**config.mk**
```make
export PLATFORM = sky130hd
export DESIGN_NAME = sandbox_host_link
export DESIGN_NICKNAME = d
export VERILOG_FILES = /design/src/rtl/sandbox_host_link.sv
export SDC_FILE = /design/constraint.sdc
export NUM_CORES = 1
export LEC_CHECK = 0
export BUFFER_PORTS_ARGS = -buffer_cell sky130_fd_sc_hd__buf_2
export CAP_MARGIN = 20
export CELL_PAD_IN_SITES_DETAIL_PLACEMENT = 2
export CELL_PAD_IN_SITES_GLOBAL_PLACEMENT = 2
export CORE_ASPECT_RATIO = 1.4
export CORE_MARGIN = 1
export CORE_UTILIZATION = 35
export DETAILED_ROUTE_END_ITERATION = 10
export PLACE_DENSITY_LB_ADDON = 0.1
export SYNTH_ARGS = -nofsm -noshare
export SYNTH_HDL_FRONTEND = slang
export SYNTH_SLANG_ARGS = --single-unit
export TNS_END_PERCENT = 50
```
**constraint.sdc**
```tcl
create_clock -name masterClock -period 7.8 [get_ports masterClock]
set_input_delay 0.39 -clock masterClock [delete_from_list [all_inputs] [get_ports masterClock]]
set_output_delay 0.39 -clock masterClock [all_outputs]
set_load 0.02 [all_outputs]
```
**src/rtl/sandbox_host_link.sv**
```systemverilog
// Host-side framing engine: assembles 8-byte request frames from the UART receive stream,
// hands them to the sandbox process, and serializes the 8-byte response back to the host.
module sandbox_host_link #(
    parameter int unsigned TIMEOUT_CYCLES = 1000000
) (
    input  logic        masterClock,
    input  logic        reset,
    input  logic        rxValid,
    input  logic [7:0]  rxByte,
    output logic        txValid,
    output logic [7:0]  txByte,
    input  logic        txReady,
    output logic        dataReceived,
    output logic [7:0]  control,
    output logic [55:0] inputData,
    input  logic        clearDR,
    input  logic        transmitData,
    input  logic [7:0]  status,
    input  logic [55:0] outputData,
    output logic        frameError,
    output logic        overrun
);

    localparam int IDLE_W = (TIMEOUT_CYCLES > 0) ? $clog2(TIMEOUT_CYCLES + 1) : 1;

    typedef enum logic [1:0] {COLLECT, DELIVER, SEND, RELEASE} state_t;

    state_t             state_q, state_d;
    logic [2:0]         cnt_q, cnt_d;
    logic [IDLE_W-1:0]  idle_q, idle_d;
    logic [7:0]         rx_buf_q [7];
    logic [55:0]        frame_data;
    logic [63:0]        tx_shift_q;
    logic [7:0]         control_q;
    logic [55:0]        input_data_q;
    logic               frame_error_q;
    logic               overrun_q;

    logic rx_accept, tx_accept, last_rx, last_tx, timeout_hit;

    assign rx_accept = (state_q == COLLECT) && rxValid;
    assign tx_accept = (state_q == SEND) && txReady;
    assign last_rx   = rx_accept && (cnt_q == 3'd7);
    assign last_tx   = tx_accept && (cnt_q == 3'd7);
    // A byte arriving in the expiry cycle wins over the timeout.
    assign timeout_hit = (TIMEOUT_CYCLES != 0) && (state_q == COLLECT) && (cnt_q != 3'd0)
                         && !rxValid && ((32'(idle_q) + 32'd1) == TIMEOUT_CYCLES);

    always_ff @(posedge masterClock or posedge reset) begin
        if (reset) state_q <= COLLECT;
        else       state_q <= state_d;
    end

    always_comb begin
        state_d = state_q;
        case (state_q)
            COLLECT: if (last_rx) state_d = DELIVER;
            DELIVER: if (clearDR) state_d = transmitData ? SEND : RELEASE;
            SEND:    if (last_tx) state_d = RELEASE;
            RELEASE: if (!clearDR) state_d = COLLECT;
            default: state_d = COLLECT;
        endcase
    end

    always_comb begin
        txValid      = (state_q == SEND);
        dataReceived = (state_q == DELIVER);
        txByte       = tx_shift_q[7:0];
        control      = control_q;
        inputData    = input_data_q;
        frameError   = frame_error_q;
        overrun      = overrun_q;
    end

    // The byte counter wraps 7->0 on the last byte, so SEND always starts at zero.
    always_comb begin
        cnt_d = cnt_q;
        if (rx_accept || tx_accept) cnt_d = cnt_q + 3'd1;
        if (timeout_hit || (state_q == RELEASE && !clearDR)) cnt_d = 3'd0;
    end

    always_comb begin
        idle_d = idle_q;
        if (state_q != COLLECT || cnt_q == 3'd0 || rxValid || timeout_hit)
            idle_d = '0;
        else if (idle_q != {IDLE_W{1'b1}})
            idle_d = idle_q + 1'b1;
    end

    genvar gi;
    generate
        for (gi = 0; gi < 7; gi++) begin : g_slot
            always_ff @(posedge masterClock or posedge reset) begin
                if (reset)
                    rx_buf_q[gi] <= 8'h00;
                else if (rx_accept && cnt_q == 3'(gi))
                    rx_buf_q[gi] <= rxByte;
            end
        end
        for (gi = 1; gi < 7; gi++) begin : g_frame
            assign frame_data[(gi-1)*8 +: 8] = rx_buf_q[gi];
        end
    endgenerate
    assign frame_data[55:48] = rxByte;

    always_ff @(posedge masterClock or posedge reset) begin
        if (reset) begin
            cnt_q         <= 3'd0;
            idle_q        <= '0;
            tx_shift_q    <= 64'h0;
            control_q     <= 8'h00;
            input_data_q  <= 56'h0;
            frame_error_q <= 1'b0;
            overrun_q     <= 1'b0;
        end else begin
            cnt_q         <= cnt_d;
            idle_q        <= idle_d;
            frame_error_q <= timeout_hit;
            overrun_q     <= rxValid && (state_q != COLLECT);
            if (last_rx) begin
                control_q    <= rx_buf_q[0];
                input_data_q <= frame_data;
            end
            if (state_q == DELIVER && clearDR && transmitData)
                tx_shift_q <= {outputData, status};
            else if (tx_accept)
                tx_shift_q <= {8'h00, tx_shift_q[63:8]};
        end
    end

endmodule

```
==> results.json <==
{
  "status": "complete, no violations",
  "core_area_um2": 26100,
  "tritoncts": "done",
  "finalHoldViolCount": 0,
  "peakVddDrop_v": 0.000243,
  "finClkSkew_ns": 0.0185,
  "die_h_um": 194,
  "viasPerCell": 5.13,
  "period_minus_slack_ns": 2.45,
  "boundaryPins": 154,
  "synth_common_cells": "211 x dfrtp_1, 121 x mux2_2, 99 x nand2_1, 71 x o21ai_0, 57 x mux2i_1",
  "slew_viol_final": 0,
  "yosysMostFrequentCell": "dfrtp_1",
  "port_buffers": 153,
  "arrival_ns": 2.85,
  "post-place-ws_ns": 5.32,
  "slew-limit-headroom_pct": 37.5,
  "final-setup-viol-count": 0,
  "tightest_slew_ns": 0.938,
  "cp-end-kind": "register",
  "min_period_over_period_pct": 31.4,
  "die_w_um": 139,
  "hpwl_um": 17200,
  "areaGrowthSynthToFinish_pct": 20.5,
  "grt_usage_pct": 19.4,
  "grt_pass1_vias": 7387,
  "final_nets": 982,
  "synth_top_area_share_pct": 57.0,
  "yosys_warnings": 0,
  "drive_gt1_share_pct": 36.9,
  "clk_latency_ns": 0.53,
  "syn_area_um2": 9260,
  "dp.cells": 1187,
  "syn-num-nets": 840,
  "p_leak_nw": 5.64,
  "ys_seq_area_share_pct": 57.0,
  "tns_ns": 0,
  "hold_class": "input port to asynchronous set/reset pin",
  "grt_max_degree": 131,
  "ys_seq_elements": 211,
  "num-fill-cells": 2724,
  "gp_congestion": 0.806,
  "synthFlopType": "dfrtp_1",
  "dieArea_um2": 27100,
  "required_ns": 8.20,
  "clock_sinks": 211,
  "synthTopCellsByArea": "dfrtp_1 57%, mux2_2 15%, mux2i_1 6.2%",
  "cts_hold_buffers": 0,
  "syn_inst": 750,
  "drt_iter0_markers": 175,
  "drc": 0,
  "finalNonFillerCells": 1234,
  "yosysTopAreaCell": "dfrtp_1",
  "cp-start-kind": "register",
  "antenna_found_initial": 1,
  "ant_nets": 0,
  "rows": 70,
  "setup_slack_ns": 5.35,
  "max_freq_ghz": 0.409,
  "wl_um": 25500,
  "cts_setup_buffers": 0,
  "start_util_pct": 35.5,
  "drv_cap": 0,
  "grt_setup_unrepaired": "false",
  "dr.pass1.iters": 4,
  "crit_type": "register to register",
  "vias": 6327,
  "cts_inserted_buffers": 24,
  "yosysUniqueCellTypes": 53,
  "htree_levels": 1,
  "p_per_area_nw_per_um2": 377,
  "cp_max_fo": 19,
  "grt_pass1_wl_um": 41000,
  "grt-ovfl-total": 0,
  "clock_path_buffers": 3,
  "avgRoutedWirePerCell_um": 20.6,
  "async_reset_ff_share_pct": 100,
  "syn_area_per_cell_um2": 12.3,
  "clk_pin_slew_ns": 0.06,
  "cts_resized": 0,
  "synth_edf_count": 0,
  "r2r_cells": 6,
  "root_buffer": "clkbuf_16"
}
-- path summary, 6_finish.rpt --
check | start | to | slack (ns)
max reg2reg | idle_q[3] | idle_q[0] | 5.35
min reg2reg | inputData[51] | inputData[51] | 0.50
max | idle_q[3] | idle_q[0] | 5.35
min | reset | idle_q[19] | 0.01
min in group masterClock | outputData[19] | tx_shift_q[27] | 0.08
max in group asynchronous | reset | inputData[33] | 6.56
-- state kept, by name, indices dropped and copies added (netlist names) --
name,cells
rx_buf_q,8
state_q,2
overrun,1
idle_q,20
cnt_q,3
frameError,1
control,8
frame_data,48
tx_shift_q,64
inputData,56
-- area by class of cell --
class	count	area (um^2)	area share, %
Sequential cell	211	5280	47.3
Multi-Input combinational cell	488	3770	33.8
Timing Repair Buffer	159	871	7.81
Clock buffer	36	697	6.25
Tap cell	324	405	3.63
Clock inverter	7	90.1	0.807
Inverter	8	37.5	0.336
Antenna cell	1	2.50	0.0224
-- kinds of logic (layout without fill, tap and decap cells) --
group	after synthesis	after routing	synth area share, %
adders and majority gates	12	12	1.62
DFF	211	211	57.0
and+or+nand+nor	168	168	9.13
xor gates and xnor gates	20	20	1.89
other	0	1	0
muxes	179	179	21.1
buffers and inverters	51	210	2.43
AOI/OAI and AO/OA	109	109	6.80
-- power by group --
part,total (mW),internal [mW],switching [mW]
logic,1.27,0.552,0.718
clock network,1.13,0.681,0.449
registers,1.81,1.55,0.258
-- placed cells by master, fill, tap and decap left out, drive strengths merged, types with 4 or more instances in the layout --
master / count
nand4: 14
ha: 12
buf: 159
a21oi: 25
nand3: 11
xnor2: 13
mux2i: 58
xor2: 7
clkbuf: 36
mux2: 121
nor2: 15
and3: 4
nor4: 4
inv: 8
dfrtp: 211
nand2: 99
o21ai: 71
-- layer usage --
metal  vias up  part of all wire [%]  global-route usage [%]
li1       2900                     -                       -
met1      3263                    38                    21.4
met2       129                    55                    36.8
met3        35                   4.9                    3.97
met4         0                   2.2                    5.51
met5         -                     0                       0
-- critical path, cell delays in order, from the launching register on --
cell and delay (ns):
dfrtp_1 0.55, nand4_4 0.24, nor4_4 0.48, nand4_2 0.58
xor2_1 0.32, nand2_1 0.10, a21oi_1 0.04
-- stage by stage --
| step | hold WS [ns] | utilization (%) | total power [mW] | area (um^2) |
|---|---|---|---|---|
| after floorplan | 0.475 | - | 2.64 | 9260 |
| after global placement | 0.483 | 39.4 | 3.01 | 10300 |
| after detailed placement | 0.488 | 39.4 | 3.10 | 10300 |
| after CTS | 0.0503 | 42.4 | 4.28 | 11100 |
| after global routing | 0.0707 | 42.7 | 4.47 | 11200 |
| final | 0.0105 | 42.7 | 4.20 | 11200 |
No activity file was read; power rests on OpenSTA's default activity.
